## src/rtl/arvi_m_pkg.sv

```systemverilog
`default_nettype none
// arvi_m_pkg: shared types and constants for the RV32 M-extension iterative unit.
// Rev 1.0
package arvi_m_pkg;

  localparam int unsigned ITER_CNT = 32;

  typedef enum logic [2:0] {
    OP_MUL    = 3'b000,
    OP_MULH   = 3'b001,
    OP_MULHSU = 3'b010,
    OP_MULHU  = 3'b011,
    OP_DIV    = 3'b100,
    OP_DIVU   = 3'b101,
    OP_REM    = 3'b110,
    OP_REMU   = 3'b111
  } m_op_e;

  typedef enum logic [1:0] {
    ST_IDLE = 2'd0,
    ST_CALC = 2'd1,
    ST_DONE = 2'd2
  } m_state_e;

  function automatic logic is_div_op(input m_op_e op);
    return (op == OP_DIV) || (op == OP_DIVU) || (op == OP_REM) || (op == OP_REMU);
  endfunction

endpackage
`default_nettype wire

```

## src/rtl/rv32_m_ext.sv

```systemverilog
`default_nettype none
// rv32_m_ext: fixed-latency iterative multiply/divide unit (shift-add / restoring divide).
// Rev 1.0
module rv32_m_ext
  import arvi_m_pkg::*;
#(
  parameter int XLEN = ITER_CNT
) (
  input  logic            i_clk,
  input  logic            i_rst,
  input  logic            i_en,
  input  logic [XLEN-1:0] i_rs1,
  input  logic [XLEN-1:0] i_rs2,
  input  logic [2:0]      i_f3,
  output logic [XLEN-1:0] o_res,
  output logic            o_ack
);

  localparam int CNT_W = $clog2(XLEN + 1);
  localparam logic [CNT_W-1:0] LAST_CNT = CNT_W'(XLEN);

  m_state_e          state_q, state_d;
  logic [CNT_W-1:0]  cnt_q, cnt_d;
  logic [2*XLEN-1:0] acc_q, acc_d;
  logic [XLEN-1:0]   opnd_q, opnd_d;
  m_op_e             f3_q, f3_d;
  logic              neg_q, neg_d;
  logic [XLEN-1:0]   res_q, res_d;

  m_op_e             w_op;
  logic              w_s1, w_s2, w_n1, w_n2, w_neg;
  logic [XLEN-1:0]   w_abs1, w_abs2;
  logic [XLEN:0]     w_sum, w_shift, w_trial;
  logic [2*XLEN-1:0] w_mul_acc, w_div_acc, w_prod;
  logic [XLEN-1:0]   w_quo, w_rem, w_res;

  // Operand sign handling: only the signed variants see a negative operand.
  always_comb begin
    w_op = m_op_e'(i_f3);
    w_s1 = (w_op == OP_MULH) || (w_op == OP_MULHSU) || (w_op == OP_DIV) || (w_op == OP_REM);
    w_s2 = (w_op == OP_MULH) || (w_op == OP_DIV) || (w_op == OP_REM);
    w_n1 = w_s1 & i_rs1[XLEN-1];
    w_n2 = w_s2 & i_rs2[XLEN-1];
    w_abs1 = w_n1 ? -i_rs1 : i_rs1;
    w_abs2 = w_n2 ? -i_rs2 : i_rs2;
    case (w_op)
      OP_MULH:   w_neg = w_n1 ^ w_n2;
      OP_MULHSU: w_neg = w_n1;
      // A zero divisor yields an all-ones quotient regardless of dividend sign.
      OP_DIV:    w_neg = (w_n1 ^ w_n2) & (|i_rs2);
      OP_REM:    w_neg = w_n1;
      default:   w_neg = 1'b0;
    endcase
  end

  always_comb begin
    w_sum     = {1'b0, acc_q[2*XLEN-1:XLEN]} + (acc_q[0] ? {1'b0, opnd_q} : {(XLEN+1){1'b0}});
    w_mul_acc = {w_sum, acc_q[XLEN-1:1]};
    // Partial remainder is kept in the upper half, quotient bits shift into the lower half.
    w_shift   = {acc_q[2*XLEN-1:XLEN], acc_q[XLEN-1]};
    w_trial   = w_shift - {1'b0, opnd_q};
    w_div_acc = {(w_trial[XLEN] ? w_shift[XLEN-1:0] : w_trial[XLEN-1:0]),
                 acc_q[XLEN-2:0], ~w_trial[XLEN]};
  end

  always_comb begin
    w_prod = neg_q ? -acc_q : acc_q;
    w_quo  = neg_q ? -acc_q[XLEN-1:0] : acc_q[XLEN-1:0];
    w_rem  = neg_q ? -acc_q[2*XLEN-1:XLEN] : acc_q[2*XLEN-1:XLEN];
    case (f3_q)
      OP_MUL:                      w_res = w_prod[XLEN-1:0];
      OP_MULH, OP_MULHSU, OP_MULHU: w_res = w_prod[2*XLEN-1:XLEN];
      OP_DIV, OP_DIVU:             w_res = w_quo;
      default:                     w_res = w_rem;
    endcase
  end

  always_comb begin
    state_d = state_q;
    cnt_d   = cnt_q;
    acc_d   = acc_q;
    opnd_d  = opnd_q;
    f3_d    = f3_q;
    neg_d   = neg_q;
    res_d   = res_q;
    case (state_q)
      ST_IDLE: begin
        if (i_en) begin
          state_d = ST_CALC;
          cnt_d   = '0;
          f3_d    = w_op;
          neg_d   = w_neg;
          opnd_d  = w_abs2;
          acc_d   = {{XLEN{1'b0}}, w_abs1};
        end
      end
      ST_CALC: begin
        if (cnt_q == LAST_CNT) begin
          state_d = ST_DONE;
          res_d   = w_res;
        end else begin
          acc_d = is_div_op(f3_q) ? w_div_acc : w_mul_acc;
          cnt_d = cnt_q + 1'b1;
        end
      end
      ST_DONE: state_d = ST_IDLE;
      default: state_d = ST_IDLE;
    endcase
  end

  always_ff @(posedge i_clk or negedge i_rst) begin
    if (!i_rst) begin
      state_q <= ST_IDLE;
      cnt_q   <= '0;
      acc_q   <= '0;
      opnd_q  <= '0;
      f3_q    <= OP_MUL;
      neg_q   <= 1'b0;
      res_q   <= '0;
    end else begin
      state_q <= state_d;
      cnt_q   <= cnt_d;
      acc_q   <= acc_d;
      opnd_q  <= opnd_d;
      f3_q    <= f3_d;
      neg_q   <= neg_d;
      res_q   <= res_d;
    end
  end

  assign o_res = res_q;
  assign o_ack = (state_q == ST_DONE);

endmodule
`default_nettype wire

```

## config.mk

```make
export PLATFORM = sky130hd
export DESIGN_NAME = rv32_m_ext
export DESIGN_NICKNAME = d
export VERILOG_FILES = /design/src/rtl/arvi_m_pkg.sv /design/src/rtl/rv32_m_ext.sv
export SDC_FILE = /design/constraint.sdc
export NUM_CORES = 1
export LEC_CHECK = 0
export BUFFER_PORTS_ARGS = -buffer_cell sky130_fd_sc_hd__buf_2
export CAP_MARGIN = 10
export CORE_MARGIN = 1.5
export CORE_UTILIZATION = 49
export DETAILED_ROUTE_END_ITERATION = 6
export PLACE_DENSITY_LB_ADDON = 0.12
export SETUP_SLACK_MARGIN = 0.2
export SLEW_MARGIN = 20
export SYNTH_ARGS = -nofsm -noshare
export SYNTH_HDL_FRONTEND = slang
export SYNTH_SLANG_ARGS = --single-unit
```

## constraint.sdc

```tcl
create_clock -name i_clk -period 10.85 [get_ports i_clk]
set_input_delay 2.17 -clock i_clk [delete_from_list [all_inputs] [get_ports i_clk]]
set_output_delay 2.17 -clock i_clk [all_outputs]
set_load 0.1 [all_outputs]
```

; ---- After elaboration in Yosys (flattened, before gate mapping)
; Cells that the tools add are included.
[word_totals]
ramBits = 0
romBits = 0
latch_bits = 0
elab_cells = 75
input_bits = 70
memories = 0
regBits = 140
[classes]
mux = 19
n_mul = 0
n_addsub = 8
shift = 0
n_eq_ne = 17
n_lt_le_gt_ge = 0
reduce_logical = 19
div = 0
bitwise_logic = 5
[ops]
columns = cell, count
row1 = 64-bit 2-to-1 mux, 4
row2 = 32-bit 2-to-1 mux, 6
row3 = 32-bit negator, 4
row4 = 64-bit case mux with 2 select lines, 1
row5 = 32-bit case mux with 3 select lines, 1
row6 = 64-bit negator, 1
row7 = 32-bit by 32-bit adder with 33-bit output, 1
row8 = 33-bit by 32-bit subtractor with 33-bit output, 1
row9 = 32-bit OR reduction, 1
row10 = "3-bit equality test, second input constant", 6
row11 = 6-bit 2-to-1 mux, 2
row12 = 6-bit case mux with 2 select lines, 1
row13 = "3-bit by 2-bit equality test with 1-bit output, second input constant", 3
row14 = 1-bit logical OR, 8
row15 = "6-bit by 1-bit adder with 6-bit output, second input constant", 1
row16 = "3-bit by 1-bit equality test with 1-bit output, second input constant", 2
row17 = "6-bit equality test, second input constant", 1
row18 = "2-bit != test, second input constant", 3
row19 = 2-bit AND reduction, 3
row20 = 2-bit 2-to-1 mux, 2
row21 = 2-bit case mux with 2 select lines, 1
row22 = 2-bit OR reduction, 2
row23 = 1-bit AND, 3
row24 = 3-bit logical NOT, 1
row25 = 9 further kinds, 9

; ---- Depth between registers and ports, before layout
[depth]
word_depth = 8
mapped_depth = 14
depth_no_buf = 13

; ---- Worst setup path after synthesis
; OpenSTA, ideal clock, no wires.
[synth_path]
path_kind = input port to flip-flop
startpoint = input port i_rs2[6]
endpoint = register neg_q
t_arrival_ns = 4.184
stages = 9
required_ns = 10.717
slack_ns = 6.533
setup_time_ns = 0.133
n_path_buf = 0
path_cell_list = nor4_1 -> nand4_1 -> or3_1 -> nand2b_1 -> nor3_1 -> nand2_1 -> a2111oi_0 -> o22a_1 -> o21ai_0
[synth_between]
elab_chain_len = 3
[synth_rtl]
columns = element, line
row1 = start: declaration, rv32_m_ext.sv:13  ; input logic [XLEN-1:0] i_rs2,
row2 = 32-bit OR reduction, rv32_m_ext.sv:50  ; OP_DIV: w_neg = (w_n1 ^ w_n2) & (|i_rs2);
row3 = 1-bit AND, rv32_m_ext.sv:50
row4 = 1-bit case mux with 3 select lines, rv32_m_ext.sv:46  ; case (w_op)
row5 = end signal: assignment, rv32_m_ext.sv:126  ; neg_q <= neg_d;
row6 = end: declaration, rv32_m_ext.sv:27  ; logic neg_q, neg_d;
; Every way passes these cells.
; A chain may end at the register's enable or synchronous reset.

; ---- Worst setup path after layout
[layout_path]
startpoint = register acc_q[0]
endpoint = register acc_q[57]
[layout_between]
elab_chain_len = 5
[layout_rtl]
columns = element, line
row1 = start: declaration, rv32_m_ext.sv:24  ; logic [2*XLEN-1:0] acc_q, acc_d;
row2 = start signal: assignment, rv32_m_ext.sv:115  ; acc_q <= '0;
row3 = start signal: assignment, rv32_m_ext.sv:123  ; acc_q <= acc_d;
row4 = 32-bit 2-to-1 mux, rv32_m_ext.sv:57  ; w_sum = {1'b0, acc_q[2*XLEN-1:XLEN]} + (acc_q[0] ? {1'b0, opnd_q} : {(XLEN+1){1'b0}});
row5 = 32-bit by 32-bit adder with 33-bit output, rv32_m_ext.sv:57
row6 = 64-bit 2-to-1 mux, rv32_m_ext.sv:102  ; acc_d = is_div_op(f3_q) ? w_div_acc : w_mul_acc;
row7 = 64-bit 2-to-1 mux, rv32_m_ext.sv:98  ; if (cnt_q == LAST_CNT) begin
row8 = 64-bit case mux with 2 select lines, rv32_m_ext.sv:86  ; case (state_q)
; Every way passes these cells. The select of a mux whose other input is x is not followed.

==> results.json <==
{
  "ys_seq_elements": 140,
  "status": "finished clean",
  "postCtsResizedCells": 0,
  "diodes": 0,
  "maxSlewHeadroom_pct": 30.0,
  "avgViaCountPerCell": 6.31,
  "cts_sinks": 140,
  "area_growth_pct": 9.16,
  "antenna_found_initial": 1,
  "cts-root-buf": "clkbuf_16",
  "grt_pass1_wl_mm": 70.5,
  "synth_area_sq_um": 13600,
  "avgSynthCellArea_sq_um": 7.57,
  "cts_hold_buf": 0,
  "fillers": 2649,
  "floorplan.initialDensity_pct": 50.1,
  "syn_nets": 1932,
  "die_x_um": 169,
  "clock_latency_ns": 0.44,
  "path_cells": "inv_1, buf_4, nor2_1, ha_1, nor2b_1, o2111ai_1, a21oi_1, o211ai_1, o31ai_1, a21boi_0, o21ai_0, mux2i_1, a221o_1",
  "cp.arrival_ns": 4.95,
  "netlist_instances": 1790,
  "synth-edff-count": 0,
  "drt.antenna.violating_nets": 0,
  "drcViolationCount": 0,
  "finalCritPeriodShare_pct": 42.8,
  "tns_ns": 0,
  "drive_gt1_share_pct": 9.87,
  "end_kind": "flip-flop",
  "grtUsageTotal_pct": 31.2,
  "post_cts_buffers": 0,
  "hp-class": "flip-flop to flip-flop",
  "fmax_ghz": 0.216,
  "netlist.area_leader.share_pct": 25.9,
  "die_h_um": 169,
  "async_reset_ff_share_pct": 100,
  "critPathMaxFanout": 27,
  "cpPeakStageDelay_ns": 0.77,
  "netlist-cell-type-count": 77,
  "seq_area_sq_um": 3510,
  "final_hold_viol_count": 0,
  "cts_tree": "done",
  "io_pins": 103,
  "cts_buffer_depth": 2,
  "avgRoutedWirePerCell_um": 20.5,
  "crit_path_start_kind": "flip-flop",
  "dr.pass1.iters": 6,
  "synth_area_leaders": "dfrtp_1 (26%), o21ai_0 (7.2%), xnor2_1 (6.5%), ha_1 (6.5%), nand2_1 (6.3%)",
  "portBuffers": 102,
  "grt_pass1_vias": 12600,
  "dp_hpwl_mm": 33.4,
  "drtIter0Drc": 1459,
  "worst_pin_slew_ns": 1.04,
  "min_period_ns": 4.64,
  "gp_congestion": 0.956,
  "synth_largest_area_cell": "dfrtp_1",
  "cts.clk_slew.worst_paths_ns": 0.07,
  "cts_made_buffers": 17,
  "clock_skew_ns": 0.0185,
  "overflow": 0,
  "num_vias": 13700,
  "core_sq_um": 27000,
  "die_area_sq_um": 28700,
  "drv_slew": 0,
  "rsz0062_at_grt": "no",
  "grt_max_degree": 90,
  "multi_input_area_sq_um": 9420,
  "ys_seq_area_share_pct": 25.9,
  "drt_wl_total_mm": 44.6,
  "finalNetCount": 1962,
  "synth_warnings": 0,
  "cpMaxStageDelayCell": "o31ai_1",
  "max_cap_violations": 0,
  "setup_viol_count_final": 0,
  "htree_levels": 4,
  "setup.worst_path.class": "flip-flop to flip-flop",
  "yosys_most_used_dff": "dfrtp_1",
  "rows": 60,
  "cp.required_ns": 11.16
}
[final cells by class]
class                   count  share of cell area [%]
inverters                  63                    1.60
clock buffers              19                    3.06
well taps                 341                    2.88
clock inverters            13                   0.880
repair buffers            116                    4.20
multi-input cells        1482                    63.7
flip-flops and latches    140                    23.7
[flip-flops by register name, indices dropped and copies added (netlist names)]
signal	count
acc_q	64
cnt_q	6
f3_q	3
neg_q	1
o_res	32
opnd_q	32
state_q	2
[metal layers]
| metal | global-route usage, % | up-vias | part of all wire [%] | routed length [um] |
|---|---|---|---|---|
| met3 | 5.90 | 65 | 8.4 | 3770 |
| met1 | 46.5 | 6484 | 47 | 21100 |
| met2 | 45.9 | 621 | 42 | 18900 |
| li1 | - | 6539 | - | - |
| met5 | 0 | - | 0 | 0 |
| met4 | 8.31 | 0 | 1.9 | 844 |
[critical path, delay by kind of cell, from the launching register on]
family          cells  cell delay, ns
compound gates      7            2.60
simple gates        2            0.32
fa+ha+maj           1            0.33
flops               1            0.47
mux                 1            0.14
buf+inv             2            0.64
[synth_stat cells, types with 11 or more instances]
| cell type | count |
|---|---|
| xnor2_1 | 101 |
| or4_1 | 13 |
| nand2b_1 | 15 |
| nor3_1 | 25 |
| mux2i_1 | 52 |
| o21ai_0 | 195 |
| nand3_1 | 44 |
| o31ai_1 | 34 |
| a21oi_1 | 144 |
| o211ai_1 | 17 |
| nor2_1 | 154 |
| a21o_1 | 21 |
| ha_1 | 70 |
| inv_1 | 60 |
| a31oi_1 | 20 |
| a22oi_1 | 15 |
| or3_1 | 24 |
| nand2_1 | 228 |
| clkbuf_1 | 94 |
| nand4_1 | 16 |
| o22ai_1 | 16 |
| dfrtp_1 | 140 |
| nor2b_1 | 11 |
| nor4_1 | 14 |
| and3_1 | 12 |
| o41ai_1 | 17 |
| xor2_1 | 77 |
[cell usage in the layout (no fill, tap or decap), types with 12 or more instances in the layout]
cell type and instances:
o22ai_1 16, or4_1 13, or3_1 24, xnor2_1 100
a21oi_1 144, a22oi_1 15, a21o_1 21, o41ai_1 17
inv_1 60, dfrtp_1 138, o21ai_0 195, nor3_1 25
o211ai_1 17, buf_2 101, nand2b_1 15, nor4_1 14
nand3_1 44, mux2i_1 52, buf_4 14, xor2_1 77
clkbuf_16 17, nand2_1 227, nor2_1 153, o31ai_1 34
ha_1 70, nand4_1 16, and3_1 12, a31oi_1 20
[final timing paths]
kind / start / end / slack (ns) / depth (start not counted)
min: o_res[10] / o_res[10] / 0.47 / 2
min in group asynchronous: i_rst / acc_q[13] / 1.79 / 1
max in group asynchronous: i_rst / f3_q[2] / 7.74 / 2
max reg2reg: acc_q[0] / acc_q[57] / 6.21 / 13
min reg2reg: o_res[10] / o_res[10] / 0.47 / 2
max: acc_q[0] / acc_q[57] / 6.21 / 13
[kinds of logic (layout without fill, tap and decap cells)]
kind of cell               Yosys count  count (layout)  synth area share [%]
and+or+nand+nor                    593             593                  20.2
AOI/OAI and AO/OA                  582             582                  26.6
xor gates and xnor gates           178             178                  11.5
buffers and inverters              168             211                  4.79
DFF                                140             140                  25.9
adders and majority gates           72              72                  6.76
muxes                               57              57                  4.26
[through the flow]
stage / hold WS, ns / utilization (%) / setup WS [ns] / cell area (sq um) / cells
finish: 0.472 / 54.7 / 6.21 / 14800 / 2174
global route: 0.506 / 54.7 / 5.97 / 14800 / 2174
CTS: 0.480 / 54.7 / 6.32 / 14800 / 2174
detailed placement: 0.465 / 52.6 / 5.98 / 14200 / 2142
global placement: 0.456 / 52.6 / 6.04 / 14200 / 2142
floorplan: 0.450 / - / 6.53 / 13600 / 1790
Power is not shown: default switching activity piles up to over one toggle a cycle in this logic, so the estimate is an artifact.
